--- config.mk ---
export PLATFORM = sky130hd
export DESIGN_NAME = psum_accumulator
export DESIGN_NICKNAME = d
export VERILOG_FILES = /design/src/rtl/psum_acc_pkg.sv /design/src/rtl/conv_index_map.sv /design/src/rtl/psum_accumulator.sv
export SDC_FILE = /design/constraint.sdc
export NUM_CORES = 2
export LEC_CHECK = 0
export CORE_ASPECT_RATIO = 1.1
export CORE_MARGIN = 3
export CORE_UTILIZATION = 56
export CTS_CLUSTER_SIZE = 25
export DETAILED_ROUTE_END_ITERATION = 8
export PLACE_DENSITY = 0.87
export SLEW_MARGIN = 0
export SYNTH_ARGS = -nofsm -noshare
export SYNTH_HDL_FRONTEND = slang
export SYNTH_HIERARCHICAL = 1
export SYNTH_SLANG_ARGS = --single-unit
--- constraint.sdc ---
create_clock -name s_axi_aclk -period 3.55 [get_ports s_axi_aclk]
set_clock_uncertainty 0.15 [all_clocks]
set_input_delay 1.065 -clock s_axi_aclk [delete_from_list [all_inputs] [get_ports s_axi_aclk]]
set_output_delay 1.065 -clock s_axi_aclk [all_outputs]
set_load 0.02 [all_outputs]
--- src/rtl/psum_acc_pkg.sv ---
// Shared constants and types for the partial-sum accumulator.
//   - default widths/counts for the top-level parameters
//   - convolution geometry: 3x3 kernel over a 6x6 input gives a 4x4 output
//   - accumulator state enum
package psum_acc_pkg;

    localparam int PSUM_BW_DEF = 16;
    localparam int COL_DEF     = 8;
    localparam int KIJ_NUM_DEF = 9;
    localparam int NIJ_NUM_DEF = 36;

    localparam int K_DIM   = 3;
    localparam int IN_DIM  = 6;
    localparam int OUT_DIM = 4;
    localparam int OUT_NUM = OUT_DIM * OUT_DIM;

    typedef enum logic [1:0] {
        ST_IDLE,
        ST_CLEAR,
        ST_ACCUM,
        ST_DONE
    } acc_state_t;

endpackage

--- src/rtl/conv_index_map.sv ---
// Maps a (kernel index, input index) tag pair to the output position it
// contributes to. Purely combinational.
// Ports:
//   kij       in  4  kernel position, ki = kij / 3, kj = kij % 3
//   nij       in  6  input position,  r  = nij / 6, c  = nij % 6
//   o_nij     out 4  output index o_r*4 + o_c (only meaningful when in_window)
//   in_window out 1  tag is legal and lands inside the 4x4 output
//   tag_err   out 1  kij > 8 or nij > 35
module conv_index_map
    import psum_acc_pkg::*;
(
    input  logic [3:0] kij,
    input  logic [5:0] nij,
    output logic [3:0] o_nij,
    output logic       in_window,
    output logic       tag_err
);

    int ki, kj, r, c, o_r, o_c;

    always_comb begin
        ki  = int'(kij) / K_DIM;
        kj  = int'(kij) % K_DIM;
        r   = int'(nij) / IN_DIM;
        c   = int'(nij) % IN_DIM;
        o_r = r - ki;
        o_c = c - kj;

        tag_err   = (int'(kij) >= K_DIM * K_DIM) || (int'(nij) >= IN_DIM * IN_DIM);
        in_window = !tag_err &&
                    (o_r >= 0) && (o_r < OUT_DIM) &&
                    (o_c >= 0) && (o_c < OUT_DIM);
        // Out-of-window values are truncated garbage; the write is gated by in_window.
        o_nij     = 4'(o_r * OUT_DIM + o_c);
    end

endmodule

--- src/rtl/psum_accumulator.sv ---
// Partial-sum accumulator: folds KIJ_NUM*NIJ_NUM tagged psum rows into a
// 4x4 grid of output rows (COL signed columns each).
// Optional build macro: PSUM_ACC_RELU_EN clamps negative read columns to 0
// (stored sums are unaffected).
// Ports:
//   s_axi_aclk    in   clock, rising edge
//   s_axi_aresetn in   asynchronous active-low reset
//   start         in   pulse: clear accumulator and begin a pass (IDLE/DONE only)
//   in_valid      in   psum row offered
//   in_ready      out  row accepted this cycle (ACCUM only)
//   in_data       in   COL x PSUM_BW signed psum row
//   in_kij/in_nij in   row tags
//   busy          out  CLEAR or ACCUM
//   done          out  pass complete
//   err           out  sticky bad-tag flag
//   row_count     out  rows accepted this pass
//   rd_addr       in   output index to read
//   rd_data       out  registered accumulated row, 1-cycle latency
module psum_accumulator
    import psum_acc_pkg::*;
#(
    parameter int PSUM_BW = PSUM_BW_DEF,
    parameter int COL     = COL_DEF,
    parameter int KIJ_NUM = KIJ_NUM_DEF,
    parameter int NIJ_NUM = NIJ_NUM_DEF
)
(
    input  logic                   s_axi_aclk,
    input  logic                   s_axi_aresetn,
    input  logic                   start,
    input  logic                   in_valid,
    output logic                   in_ready,
    input  logic [COL*PSUM_BW-1:0] in_data,
    input  logic [3:0]             in_kij,
    input  logic [5:0]             in_nij,
    output logic                   busy,
    output logic                   done,
    output logic                   err,
    output logic [8:0]             row_count,
    input  logic [3:0]             rd_addr,
    output logic [COL*PSUM_BW-1:0] rd_data
);

    localparam int         ROW_W    = COL * PSUM_BW;
    localparam logic [8:0] LAST_ROW = 9'(KIJ_NUM * NIJ_NUM - 1);
    localparam logic [3:0] LAST_CLR = 4'(OUT_NUM - 1);

    acc_state_t       state_reg, state_next;
    logic [3:0]       clr_cnt_reg;
    logic [8:0]       row_count_reg;
    logic             err_reg;
    logic [ROW_W-1:0] rd_data_reg;
    logic [ROW_W-1:0] acc_mem [OUT_NUM];

    logic             xfer;
    logic             enter_clear;
    logic [3:0]       map_o_nij;
    logic             map_in_window;
    logic             map_tag_err;
    logic [ROW_W-1:0] sum_row;
    logic [ROW_W-1:0] rd_row;
    logic [ROW_W-1:0] rd_view;

    conv_index_map u_map (
        .kij       (in_kij),
        .nij       (in_nij),
        .o_nij     (map_o_nij),
        .in_window (map_in_window),
        .tag_err   (map_tag_err)
    );

    assign in_ready    = (state_reg == ST_ACCUM);
    assign busy        = (state_reg == ST_CLEAR) || (state_reg == ST_ACCUM);
    assign done        = (state_reg == ST_DONE);
    assign err         = err_reg;
    assign row_count   = row_count_reg;
    assign rd_data     = rd_data_reg;
    assign xfer        = in_valid && in_ready;
    assign enter_clear = start && ((state_reg == ST_IDLE) || (state_reg == ST_DONE));
    assign rd_row      = acc_mem[rd_addr];

    // Per-column wrap-around add and read view. The accumulator is a flop
    // array, so the add reads the current value and writes it back on the
    // same edge: consecutive rows to the same entry need no forwarding.
    genvar gi;
    generate
        for (gi = 0; gi < COL; gi++) begin : g_col
            assign sum_row[gi*PSUM_BW +: PSUM_BW] =
                acc_mem[map_o_nij][gi*PSUM_BW +: PSUM_BW] + in_data[gi*PSUM_BW +: PSUM_BW];
`ifdef PSUM_ACC_RELU_EN
            assign rd_view[gi*PSUM_BW +: PSUM_BW] =
                rd_row[gi*PSUM_BW + PSUM_BW - 1] ? '0 : rd_row[gi*PSUM_BW +: PSUM_BW];
`else
            assign rd_view[gi*PSUM_BW +: PSUM_BW] = rd_row[gi*PSUM_BW +: PSUM_BW];
`endif
        end
    endgenerate

    always_ff @(posedge s_axi_aclk or negedge s_axi_aresetn) begin
        if (!s_axi_aresetn) begin
            state_reg <= ST_IDLE;
        end else begin
            state_reg <= state_next;
        end
    end

    always_comb begin
        state_next = state_reg;
        case (state_reg)
            ST_IDLE, ST_DONE: if (start) state_next = ST_CLEAR;
            ST_CLEAR:         if (clr_cnt_reg == LAST_CLR) state_next = ST_ACCUM;
            ST_ACCUM:         if (xfer && (row_count_reg == LAST_ROW)) state_next = ST_DONE;
            default:          state_next = ST_IDLE;
        endcase
    end

    always_ff @(posedge s_axi_aclk or negedge s_axi_aresetn) begin
        if (!s_axi_aresetn) begin
            for (int i = 0; i < OUT_NUM; i++) begin
                acc_mem[i] <= '0;
            end
            clr_cnt_reg   <= '0;
            row_count_reg <= '0;
            err_reg       <= 1'b0;
            rd_data_reg   <= '0;
        end else begin
            if (enter_clear) begin
                clr_cnt_reg   <= '0;
                row_count_reg <= '0;
                err_reg       <= 1'b0;
            end
            if (state_reg == ST_CLEAR) begin
                acc_mem[clr_cnt_reg] <= '0;
                clr_cnt_reg          <= clr_cnt_reg + 4'd1;
            end
            if (xfer) begin
                row_count_reg <= row_count_reg + 9'd1;
                if (map_tag_err) begin
                    err_reg <= 1'b1;
                end
                if (map_in_window) begin
                    acc_mem[map_o_nij] <= sum_row;
                end
            end
            rd_data_reg <= rd_view;
        end
    end

endmodule

==> results of run 1 <==
[cells in the mapped netlist (19+ instances only)]
| master | instances |
|---|---|
| a211oi_1 | 45 |
| a21o_1 | 86 |
| a21oi_1 | 256 |
| and3_1 | 65 |
| buf_1 | 153 |
| buf_2 | 79 |
| clkbuf_1 | 882 |
| dfrtp_1 | 2192 |
| ha_1 | 172 |
| inv_1 | 75 |
| mux2i_1 | 33 |
| mux4_2 | 1244 |
| nand2_1 | 489 |
| nand2b_1 | 41 |
| nand3_1 | 1932 |
| nor2_1 | 128 |
| nor2b_1 | 46 |
| nor3_1 | 40 |
| o21a_1 | 40 |
| o21ai_0 | 1871 |
| o21ai_1 | 62 |
| o21ai_2 | 22 |
| or4_1 | 19 |
| xnor2_1 | 45 |
| xor2_1 | 62 |
[timing repair]
item,4_1_cts
setup buffers,130
pin swaps,126
setup endpoints to repair,2050
gates cloned,81
hold buffers,1
endpoints found under the hold margin,16
gates resized for setup,605
[kinds of logic after synthesis]
| logic type | count (synthesis) | synth area share (%) |
|---|---|---|
| XOR/XNOR | 117 | 0.925 |
| AND/OR/NAND/NOR | 2850 | 11.7 |
| other | 1 | 0.00314 |
| AO/OA/AOI/OAI | 2527 | 11.4 |
| buffers and inverters | 1212 | 3.99 |
| multiplexers | 1301 | 24.1 |
| flip-flops | 2192 | 45.9 |
| adder cells (fa/ha/maj) | 182 | 1.97 |
[routing by layer]
layer / overflow / track usage [%]
met3: 0 / 61.0
met4: 0 / 60.3
met2: 2 / 74.2
met5: 0 / 43.0
met1: 0 / 62.1
[per-stage QoR]
stage               setup slack [ns]  setup TNS, ns  std cells
floorplan                      -3.92       -7438.16      10400
global placement               -4.87       -9121.51      14000
detailed placement             -5.16       -9520.43      14000
CTS                            -3.02       -5886.58      14600
==> run_results.csv, run 1 <==
group,metric,value,unit
outcome,status,"did not finish",
outcome,haltStage,"5_1_grt",
outcome,error_line,"[ERROR GRT-0116] Global routing finished with congestion. Check the congestion regions in the DRC Viewer.",
placement,placed_cell_area,138000,um2
global_routing,grt_max_degree,126,
synth,ys_ff_latch,2192,
synth,yosysWarnings,6,
synth,synth.top_cells.by_area,"dfrtp_1, mux4_2, nand3_1, o21ai_0, clkbuf_1",
global_routing,overflow,2,
floorplanning,initial_utilization,56.4,%
synth,syn_area_per_cell,11.5,um2
synth,ys_types,97,
global_routing,grt_pass1_vias,147000,
synth,synth_top_area_cell,"dfrtp_1",
floorplanning,num_io_pins,287,
placement,hpwl,292000,um
cts,cts_root_buffer,"clkbuf_16",
floorplanning,die_h,491,um
floorplanning,die_w,446,um
synth,ys_async_sr_fraction,100,%
synth,syn_inst,10400,
cts,cts_buffer_depth,3,
global_routing,grt.total_usage,64.6,%
placement,place_congestion,0.939,
synth,synth_area,120000,um2
synth,synth_edf_count,0,
cts,numClockSinks,2192,
cts,cts_made_buffers,213,
floorplanning,fp-row-count,177,
synth,synth-main-ff-cell,"dfrtp_1",
placement,io_buffer_count,286,
synth,seq_area_frac_synth,45.9,%
synth,netlist.area_leader.share,45.9,%
cts,htreeDepth,4,
global_routing,grt_pass1_wl,1040000,um
==> inputs of run 2 (changes only) <==
- CORE_ASPECT_RATIO: 1.1 -> not set
- CORE_UTILIZATION: 56 -> 40
- CTS_CLUSTER_SIZE: 25 -> not set
- PLACE_DENSITY: 0.87 -> not set
- PLACE_DENSITY_LB_ADDON: not set -> 0.15
- clock period: 3.55 -> 4.6 ns (I/O delays scaled with it)
==> run 2 against run 1 <==
  * The flow now finishes, with violations (negative setup slack)
  * Synthesized cell count is the same
  * Synthesized area stayed put
==> run_results.csv, run 2 <==
group,metric,value,unit
worst_hold_path,hp-class,"in2async",
power_and_ir_drop,intPower,39.8,mW
setup_path,reg2reg_depth,13,
cts,worstSkewPairLatency,0.93,ns
detailed_routing,drt_iter0_markers,12000,
floorplanning,die_w,553,um
floorplanning,dieArea,305000,um2
layout,layout_common_cells,"dfrtp_1, nand3_1, o21ai_0",
floorplanning,coreArea,297000,um2
layout,stdcell_area,151000,um2
floorplanning,die_h,553,um
detailed_routing,vias_per_cell,6.52,
layout,largest_reg_flops,2048,
detailed_routing,finalWirelength,490000,um
setup_path,critPathKind,"in2reg",
placement,hpwl,287000,um
global_routing,grt_pass1_vias,99600,
power_and_ir_drop,power_frac_comb,31.6,%
global_routing,grt_pass1_wl,704000,um
setup_path,r2r_slack,0.58,ns
timing,finalCritPeriodShare,155,%
synth,synth-main-ff-cell,"dfrtp_1",
global_routing,antenna_found_initial,15,
cts,ctsHoldBuffers,0,
outcome,status,"finished, violations left",
timing,slew_headroom,10.9,%
power_and_ir_drop,peakVddDrop,0.000520,V
synth,yosysWarnings,6,
power_and_ir_drop,seqPwrFrac,32.6,%
cts,numClockSinks,2192,
timing,rsz0062_at_grt,"yes",
setup_path,crit_path_start_kind,"input pin",
synth,synth_common_cells,"dfrtp_1, nand3_1, o21ai_0, mux4_2, clkbuf_1",
setup_path,crit_slowest_cell,"mux4_2",
setup_path,endpoint_kind,"flop",
synth,seq_area_frac_synth,45.9,%
synth,ys_async_sr_fraction,100,%
detailed_routing,dr.pass1.iters,8,
outcome,failed_checks,"negative setup slack",
layout,final_common_cell,"dfrtp_1",
detailed_routing,final_antenna_net_count,0,
timing,min_period,7.15,ns
synth,ys_ff_latch,2192,
setup_path,critPathArrivalTime,7.74,ns
cts,cts_made_buffers,263,
flow_run,maxCapViolations,0,
layout,area_growth,26.0,%
setup_path,path_max_fanout,8,
setup_path,cp_slowest_stage_delay,0.56,ns
detailed_routing,wire_per_inst,31.9,um
timing,worst_slack,-2.55,ns
synth,netlist.area_leader.share,45.9,%
detailed_routing,num_vias,100000,
setup_path,crit_required,5.19,ns
cts,cts_buffer_depth,4,
timing,hold_violations,0,
synth,synth.top_cells.by_area,"dfrtp_1, mux4_2, nand3_1, o21ai_0, clkbuf_1",
power_and_ir_drop,power_density,394,nW/um2
power_and_ir_drop,power.switching,19.5,mW
power_and_ir_drop,total_power,59.3,mW
layout,drive_above_1_share,30.7,%
placement,placed_cell_area,136000,um2
synth,synth.most_common_cell,"dfrtp_1",
cts,cts_root_buffer,"clkbuf_16",
floorplanning,num_io_pins,287,
power_and_ir_drop,clockPowerShare,35.8,%
cts,htreeDepth,5,
synth,ys_types,97,
synth,synth_area,120000,um2
timing,setup_violations,2048,
timing,worst_pin_slew,1.33,ns
global_routing,overflow,0,
timing,drv_slew,0,
cts,clk_pin_slew,0.06,ns
power_and_ir_drop,power.leakage,65.1,nW
global_routing,grt_max_degree,141,
detailed_routing,drc,0,
placement,io_buffer_count,286,
synth,synth_edf_count,0,
placement,place_ws,-4.75,ns
layout,nNetsFinal,11500,
power_and_ir_drop,swShare,32.9,%
synth,synth_top_area_cell,"dfrtp_1",
placement,place_congestion,0.868,
floorplanning,fp-row-count,200,
cts,tritoncts,"done",
global_routing,grt.total_usage,30.9,%
synth,syn_area_per_cell,11.5,um2
timing,fmax,140,MHz
floorplanning,initial_utilization,40.2,%
synth,syn_inst,10400,
-- run 2: per-layer routing --
metal / GRT usage [%] / part of all wire [%]
met4: 13.1 / 4.8
met5: 0 / 0.0055
met1: 41.8 / 39
met3: 6.87 / 11
met2: 48.2 / 46
-- run 2: layout make-up --
class                   count  area [um2]
inverters                  76         310
well taps                3939        4930
repair buffers           1666       19200
flip-flops and latches   2192       54900
diodes                     15        37.5
fillers                 25600      146000
clock inverters            91        1140
clock buffers             366        7490
multi-input cells        6992       62600
-- run 2: repair_timing --
item,CTS,global route
setup endpoints to repair,2048,2048
pin swaps,93,80
gates resized for setup,358,371
buffers inserted,64,56
cloned,44,41
-- run 2: cells by family (layout without fill, tap and decap cells) --
group                      Yosys count  in the layout  share of synthesized area, %
muxes                             1301           1301                          24.1
xor gates and xnor gates           117            117                         0.925
and+or+nand+nor                   2850           2856                          11.7
adders and majority gates          182            182                          1.97
DFF                               2192           2192                          45.9
buffers and inverters             1212           2199                          3.99
other                                1             24                       0.00314
AOI/OAI and AO/OA                 2527           2527                          11.4
-- run 2: worst max-delay path: cells and delay by family --
| kind | cells | cell delay (ns) |
|---|---|---|
| AOI/OAI and AO/OA | 7 | 1.39 |
| and+or+nand+nor | 3 | 0.72 |
| muxes | 2 | 0.74 |
| buffers and inverters | 9 | 1.27 |
| adders and majority gates | 5 | 1.16 |
| xor gates and xnor gates | 5 | 1.02 |
-- run 2: power by group through the flow --
stage	sequential [mW]	combinational, mW	clock, mW
after floorplan	19.7	8.03	0
after global placement	19.7	15.3	0
after detailed placement	19.7	15.4	0
after CTS	19.4	17.7	21.5
after global routing	19.4	19.4	22.3
final	19.4	18.7	21.2
-- run 2: final timing paths --
kind                               startpoint            end
worst min-delay path            s_axi_aresetn   acc_mem[388]
max in group asynchronous       s_axi_aresetn  acc_mem[1053]
worst min register to register            err            err
worst max register to register   acc_mem[144]  acc_mem[1055]
worst max-delay path                in_kij[3]   acc_mem[959]
min in group s_axi_aclk                   err            err
-- run 2: stage by stage --
stage | TNS, ns | utilization (%) | hold slack, ns | cells
detailed placement | -9405.31 | 45.8 | 0.337 | 14700
global route | -5288.81 | 50.7 | 0.180 | 15300
floorplan | -5932.88 | - | 0.309 | 10400
global placement | -9063.26 | 45.8 | 0.324 | 14700
CTS | -4712.29 | 49.7 | 0.139 | 15200
finish | -4818.41 | 50.7 | 0.187 | 15300
(Power assumes the default switching activity.)
